==> config.mk <==
export PLATFORM = sky130hd
export DESIGN_NAME = mem_stage
export DESIGN_NICKNAME = d
export VERILOG_FILES = /design/src/rtl/mem_stage_pkg.sv /design/src/rtl/reg_mw.sv /design/src/rtl/mem_stage.sv
export SDC_FILE = /design/constraint.sdc
export NUM_CORES = 1
export LEC_CHECK = 0
export CAP_MARGIN = 20
export CORE_MARGIN = 4
export CORE_UTILIZATION = 30
export DETAILED_ROUTE_END_ITERATION = 6
export GPL_TIMING_DRIVEN = 0
export PLACE_DENSITY_LB_ADDON = 0.12
export SYNTH_ARGS = -nofsm -noshare
export SYNTH_HDL_FRONTEND = slang
export SYNTH_SLANG_ARGS = --single-unit
==> constraint.sdc <==
create_clock -name CLK -period 2.05 [get_ports CLK]
set_input_delay 0.3075 -clock CLK [delete_from_list [all_inputs] [get_ports CLK]]
set_output_delay 0.3075 -clock CLK [all_outputs]
set_load 0.05 [all_outputs]
==> src/rtl/mem_stage_pkg.sv <==
// rtl/mem_stage_pkg.sv - shared types and constants for the memory pipeline stage
package mem_stage_pkg;

    localparam int REG_ADDR_W = 4;

    typedef enum logic {
        IDLE = 1'b0,
        WAIT = 1'b1
    } state_t;

endpackage

==> src/rtl/reg_mw.sv <==
// rtl/reg_mw.sv - MEM/WB pipeline register with bubble insertion
// Ports: CLK, RST_N (sync active-low), bubble (load zeros instead of M fields),
//        M-stage controls/data in, W-stage controls/data out.
module reg_mw
    import mem_stage_pkg::*;
#(
    parameter int SIZE = 32
) (
    input  logic                  CLK,
    input  logic                  RST_N,
    input  logic                  bubble,
    input  logic                  PCSrcM,
    input  logic                  RegWriteM,
    input  logic                  MemToRegM,
    input  logic [REG_ADDR_W-1:0] WA3M,
    input  logic [SIZE-1:0]       ReadDataM,
    input  logic [SIZE-1:0]       ALUOutM,
    output logic                  PCSrcW,
    output logic                  RegWriteW,
    output logic                  MemToRegW,
    output logic [REG_ADDR_W-1:0] WA3W,
    output logic [SIZE-1:0]       ReadDataW,
    output logic [SIZE-1:0]       ALUOutW
);

    always_ff @(posedge CLK) begin
        if (!RST_N || bubble) begin
            PCSrcW    <= 1'b0;
            RegWriteW <= 1'b0;
            MemToRegW <= 1'b0;
            WA3W      <= '0;
            ReadDataW <= '0;
            ALUOutW   <= '0;
        end else begin
            PCSrcW    <= PCSrcM;
            RegWriteW <= RegWriteM;
            MemToRegW <= MemToRegM;
            WA3W      <= WA3M;
            ReadDataW <= ReadDataM;
            ALUOutW   <= ALUOutM;
        end
    end

endmodule

==> src/rtl/mem_stage.sv <==
// rtl/mem_stage.sv - M pipeline stage: data-memory handshake, stall generation, MEM/WB register
// Ports: CLK, RST_N (sync active-low); M-stage controls/data from EX/MEM;
//        memory request MemReq/MemWe/MemAddr/MemWData, response MemRData/MemAck;
//        StallM to upstream; W-stage controls/data; MemErr sticky timeout flag.
// Optional: define MEM_TIMEOUT_EN to abort WAIT after TIMEOUT cycles without MemAck.
module mem_stage
    import mem_stage_pkg::*;
#(
    parameter int SIZE    = 32,
    parameter int TIMEOUT = 16
) (
    input  logic                  CLK,
    input  logic                  RST_N,
    input  logic                  PCSrcM,
    input  logic                  RegWriteM,
    input  logic                  MemToRegM,
    input  logic                  MemWriteM,
    input  logic [REG_ADDR_W-1:0] WA3M,
    input  logic [SIZE-1:0]       ALUOutM,
    input  logic [SIZE-1:0]       WriteDataM,
    output logic                  MemReq,
    output logic                  MemWe,
    output logic [SIZE-1:0]       MemAddr,
    output logic [SIZE-1:0]       MemWData,
    input  logic [SIZE-1:0]       MemRData,
    input  logic                  MemAck,
    output logic                  StallM,
    output logic                  PCSrcW,
    output logic                  RegWriteW,
    output logic                  MemToRegW,
    output logic [REG_ADDR_W-1:0] WA3W,
    output logic [SIZE-1:0]       ReadDataW,
    output logic [SIZE-1:0]       ALUOutW,
    output logic                  MemErr
);

    state_t          state;
    state_t          next_state;
    logic            mem_op;
    logic            ack_in_wait;
    logic            timeout_hit;
    logic [SIZE-1:0] read_data_m;

    assign mem_op      = MemToRegM | MemWriteM;
    // MemAck outside WAIT is a stray pulse and must not complete anything.
    assign ack_in_wait = (state == WAIT) && MemAck;

`ifdef MEM_TIMEOUT_EN
    localparam int CW = $clog2(TIMEOUT + 1);

    logic [CW-1:0] wait_cnt;
    logic          mem_err;

    // Fires on the TIMEOUT-th WAIT cycle without an ack; an ack that same cycle wins.
    assign timeout_hit = (state == WAIT) && !MemAck && (wait_cnt == CW'(TIMEOUT - 1));

    always_ff @(posedge CLK) begin
        if (!RST_N) begin
            wait_cnt <= '0;
            mem_err  <= 1'b0;
        end else begin
            if ((state == WAIT) && !MemAck && !timeout_hit) begin
                wait_cnt <= wait_cnt + CW'(1);
            end else begin
                wait_cnt <= '0;
            end
            if (timeout_hit) begin
                mem_err <= 1'b1;
            end
        end
    end

    assign MemErr = mem_err;
`else
    logic unused_timeout;

    assign unused_timeout = (TIMEOUT == 0);
    assign timeout_hit    = 1'b0;
    assign MemErr         = 1'b0;
`endif

    assign StallM = ((state == IDLE) && mem_op) ||
                    ((state == WAIT) && !MemAck && !timeout_hit);

    always_comb begin
        next_state = state;
        case (state)
            IDLE: if (mem_op) next_state = WAIT;
            WAIT: if (MemAck || timeout_hit) next_state = IDLE;
            default: next_state = IDLE;
        endcase
    end

    always_ff @(posedge CLK) begin
        if (!RST_N) begin
            state  <= IDLE;
            MemReq <= 1'b0;
        end else begin
            state  <= next_state;
            MemReq <= (next_state == WAIT);
        end
    end

    // EX/MEM is frozen by StallM, so these stay stable for the whole request.
    assign MemWe    = MemWriteM;
    assign MemAddr  = ALUOutM;
    assign MemWData = WriteDataM;

    assign read_data_m = (ack_in_wait && MemToRegM) ? MemRData : '0;

    // A timed-out access is dropped, so it writes back a bubble like a stall does.
    reg_mw #(
        .SIZE(SIZE)
    ) u_reg_mw (
        .CLK       (CLK),
        .RST_N     (RST_N),
        .bubble    (StallM | timeout_hit),
        .PCSrcM    (PCSrcM),
        .RegWriteM (RegWriteM),
        .MemToRegM (MemToRegM),
        .WA3M      (WA3M),
        .ReadDataM (read_data_m),
        .ALUOutM   (ALUOutM),
        .PCSrcW    (PCSrcW),
        .RegWriteW (RegWriteW),
        .MemToRegW (MemToRegW),
        .WA3W      (WA3W),
        .ReadDataW (ReadDataW),
        .ALUOutW   (ALUOutW)
    );

endmodule

# Word-level counts from Yosys, hierarchy flattened
# Index checks and enable logic that the tools add are counted.
dict set report word_totals {
  register_bits 72
  output_inout_bits 139
  input_bits 107
}
dict set report classes {
  n_reduce_logical 9
  n_bitwise 3
  mux 3
}
# operator n
set ops {}
lappend ops {{$logic_and A1 B1 Y1} 4}
lappend ops {{$logic_not A1 Y1} 2}
lappend ops {{$logic_or A1 B1 Y1} 2}
lappend ops {{$mux W1} 2}
lappend ops {{$not A1 Y1} 2}
lappend ops {{$pmux W1 S2} 1}
lappend ops {{$reduce_or A2 Y1} 1}
lappend ops {{$or A1 B1 Y1} 1}

# Logic depth before layout (Yosys ltp)
dict set report logic_depth {
  depth_word 5
  mapped_depth 4
  depth_no_buf 2
}

# Modules after synthesis
# From an unflattened synthesis, not the netlist that was laid out.
dict set report unflattened {
  cells_unflattened 264
  area_unflattened_um2 2996.6
}
# module area_per_inst_um2 cells_per_inst instances
set by_module_without_submodules {}
lappend by_module_without_submodules {reg_mw 2202.1 156 1}
lappend by_module_without_submodules {mem_stage 794.5 108 1}

# Worst setup path after synthesis
# No wires, ideal clock.
dict set report synth_timing {
  kind {reg-to-output}
  from {register state}
  to {output port StallM}
  required_time_ns 1.742
  t_arrival_ns 1.628
  setup_slack_ns 0.115
  path_buffers 0
  stages_incl_launch_ff 3
  path_cell_list {dfxtp_1 -> nor3_1 -> a21oi_1}
}
dict set report synth_via {
  elab_chain_cells 3
  elab_cells_between_ends 4
  cone_classes {bitwise: 1; reduce/logical: 3}
}
# item line_no
set synth_rtl {}
lappend synth_rtl {{from (decl)} mem_stage.sv:37} ;# state_t state;
lappend synth_rtl {{from (signal assigned)} mem_stage.sv:99} ;# state <= next_state;
lappend synth_rtl {{$not A1 Y1} mem_stage.sv:82} ;# assign StallM = ((state == IDLE) && mem_op) ||
lappend synth_rtl {{$logic_and A1 B1 Y1} mem_stage.sv:82}
lappend synth_rtl {{$logic_or A1 B1 Y1 (*)} mem_stage.sv:82}
lappend synth_rtl {{to (decl)} mem_stage.sv:27} ;# output logic StallM,
# Mark *: on every way between the ends. The rest lies on a longest branch, timed or not.

# Final worst setup path
dict set report layout_timing {
  from {input port ALUOutM[27]}
  to {output port MemAddr[27]}
}
# item line_no
set layout_rtl {}
lappend layout_rtl {{from (decl)} mem_stage.sv:19} ;# input logic [SIZE-1:0] ALUOutM,
lappend layout_rtl {{to (decl)} mem_stage.sv:23} ;# output logic [SIZE-1:0] MemAddr,
# No word-level cell between the ends.

==> flow_metrics.env <==
export IMPL_yosys_area_top_type="dfxtp_1"
export IMPL_cts_buffers=9
export IMPL_r2r_start="state"
export IMPL_grt_pass1_wl_mm=11.6
export IMPL_io_buffers=212
export IMPL_cp_cell_sequence="clkdlybuf4s50_1 > buf_4 > clkdlybuf4s50_1"
export IMPL_fin_crit_ns=2.01
export IMPL_critPathMaxStageDelay_ns=0.80
export IMPL_drive_above_1_share=0.193
export IMPL_cp_required_ns=1.74
export IMPL_hp_start="MemRData[10]"
export IMPL_cp_arrival_ns=1.70
export IMPL_track_usage=0.153
export IMPL_synth_cells=227
export IMPL_grt_pass1_vias=2340
export IMPL_ys_types=17
export IMPL_ys_ff_latch=72
export IMPL_final_hold_viol_count=0
export IMPL_crit_fanout=2
export IMPL_drt_pass1_iterations=4
export IMPL_cp_end_kind="primary output"
export IMPL_die_area_um2=10000
export IMPL_fill_cells=667
export IMPL_die_y_um=100
export IMPL_grt_overflow_total=0
export IMPL_cts_num_sinks=72
export IMPL_crit_slowest_cell="clkdlybuf4s50_1"
export IMPL_h_tree_depth=3
export IMPL_yosysWarningCount=0
export IMPL_rrSetupSlack_ns=0.56
export IMPL_fin_crit_sh=0.980
export IMPL_diodes=0
export IMPL_cts_tree="built"
export IMPL_path_delay_family="buffers and inverters"
export IMPL_avgSynthCellArea_um2=11.2
export IMPL_synth_top_area_share=0.567
export IMPL_power_density_nw_per_um2=679
export IMPL_cp_startpoint="ALUOutM[27]"
export IMPL_antenna_found_initial=0
export IMPL_dp_hpwl_mm=6.64
export IMPL_final_nets=557
export IMPL_cts_clk_slew_worst_paths_ns=0.08
export IMPL_critPathCapture="MemAddr[27]"
export IMPL_ios=246
export IMPL_via_per_inst=3.93
export IMPL_postLayoutSetupSlackWorst_ns=0.0409
export IMPL_slew_violations=0
export IMPL_peakVddDrop_uv=310
export IMPL_fin_util=0.606
export IMPL_drc=0
export IMPL_status="finished, final reports clean"
export IMPL_rows=33
export IMPL_initial_core_util=0.310
export IMPL_reg2regPathDepth=4
export IMPL_maxCapViolations=0
export IMPL_rsz0062_at_grt="false"
export IMPL_cts_hold_buffers=0
export IMPL_worstMarginPinSlew_ns=0.563
export IMPL_clock_skew_ns=0.00692
export IMPL_vias=2203
export IMPL_reg2reg_to="u_reg_mw.ALUOutW[13]"
export IMPL_cp_num_cells=3
export IMPL_dpl_cell_area_um2=4800
export IMPL_p_leak_nw=2.05
export IMPL_synth_top_cells_by_area="dfxtp_1, buf_4, and2_1, a21boi_1, a21boi_0"
export IMPL_fin_area_um2=4980
export IMPL_min_path_type="input port to flip-flop"
export IMPL_syn_to_final_growth_pct=95.7
export IMPL_total_power_mw=3.38
export IMPL_crit_type="input port to primary output"
export IMPL_insertion_delay_ns=0.33
export IMPL_syn_area_um2=2540
export IMPL_setup_viol=0
export IMPL_dp_slack_ns=-0.152
export IMPL_die_w_um=100
export IMPL_max_freq_mhz=498
export IMPL_clock_root_buffer="clkbuf_8"
export IMPL_wirelength_mm=7.93
export IMPL_cts_max_path_buffers=2
export IMPL_drt_wirelength_per_cell_um=14.2
export IMPL_ant_nets=0
export IMPL_synth_nets=334
export IMPL_cp_common_cell="clkdlybuf4s50_1"
export IMPL_relSlewSlack=0.623
export IMPL_core_um2=8220
export IMPL_finalWeightedCongestion=0.750
export IMPL_drt_iter0_drc=12
export IMPL_critPathLaunchType="input port"
export IMPL_timing_critical_path_buf_inv=3
export IMPL_seq_area_frac_synth=0.567
export IMPL_grt_start_max_net_pins=14
[routing by layer]
layer / GRT usage / part of all wire
met5: 0 / 0
met4: 0.0591 / 0.012
met3: 0.0730 / 0.13
met2: 0.283 / 0.53
met1: 0.146 / 0.34
[registers in the layout, indices dropped and copies added, names as in the netlist]
name                flops
u_reg_mw.WA3W           4
u_reg_mw.MemToRegW      1
u_reg_mw.PCSrcW         1
u_reg_mw.ALUOutW       32
u_reg_mw.ReadDataW     32
u_reg_mw.RegWriteW      1
state                   1
[how the worst min path moves through the flow]
stage | end | slack, ns | cells after the start
after floorplan | state | 0.40 | 1
after global placement | state | 0.55 | 1
after detailed placement | state | 0.58 | 1
after CTS | u_reg_mw.PCSrcW | 0.51 | 2
after global routing | u_reg_mw.ReadDataW[23] | 0.50 | 2
final | u_reg_mw.ReadDataW[10] | 0.52 | 2
[synth_stat cells, drive strengths merged]
| master | count |
|---|---|
| a211oi | 1 |
| clkbuf | 7 |
| nor3 | 1 |
| buf | 70 |
| dfxtp | 72 |
| or4b | 1 |
| and2 | 32 |
| nand3 | 1 |
| inv | 1 |
| a21oi | 1 |
| and4 | 1 |
| a21boi | 38 |
| conb | 1 |
[through the flow]
step           cells  setup TNS [ns]  hold WS [ns]
2_1_floorplan    227               0         0.399
3_3_place_gp     544          -0.147         0.551
3_5_place_dp     544          -0.165         0.577
4_1_cts          560               0         0.506
5_1_grt          560               0         0.498
6_report         560               0         0.522
[report_power, final]
group,internal (mW),switching (mW)
sequential,1.44,0.0122
clock,0.474,0.522
combinational,0.408,0.525
[what timing repair did]
item / in CTS / in global routing
gates cloned: 0 / 0
setup buffers: 0 / 0
gates resized for setup: 3 / 2
endpoints found under the setup margin: 3 / 2
[logic make-up (layout without fill, tap and decap cells)]
kind of cell	Yosys count	in the layout	synth area share
AND/OR/NAND/NOR	36	36	0.0915
other	1	1	0.00147
flip-flops	72	72	0.567
buffers and inverters	78	306	0.222
AO/OA/AOI/OAI	40	40	0.119
[cell type report]
class	instances	area, um2	share of cell area
inverters	1	3.75	0.000754
well taps	105	131	0.0264
flip-flops and latches	72	1440	0.290
clock inverters	6	42.5	0.00854
multi-input cells	77	538	0.108
repair buffers	212	2120	0.426
plain buffers	77	561	0.113
clock buffers	10	138	0.0276
[cells in the final DEF, fill, tap and decap left out, types with 2 or more instances in the layout]
master	instances
clkbuf_1	7
a21boi_1	19
clkbuf_8	10
dlymetal6s2s_1	2
clkdlybuf4s50_1	207
buf_4	66
clkinvlp_4	2
and2_1	32
dlygate4sd2_1	3
clkinv_2	2
a21boi_0	18
buf_6	3
dfxtp_1	72
[worst register-to-register path: cells and delay by family (launching register included)]
kind	cells	cell delay (ns)
DFF	1	0.37
AOI/OAI and AO/OA	1	0.14
and+or+nand+nor	1	0.13
buffers and inverters	2	0.73
Power figures use the tool's default switching activity.
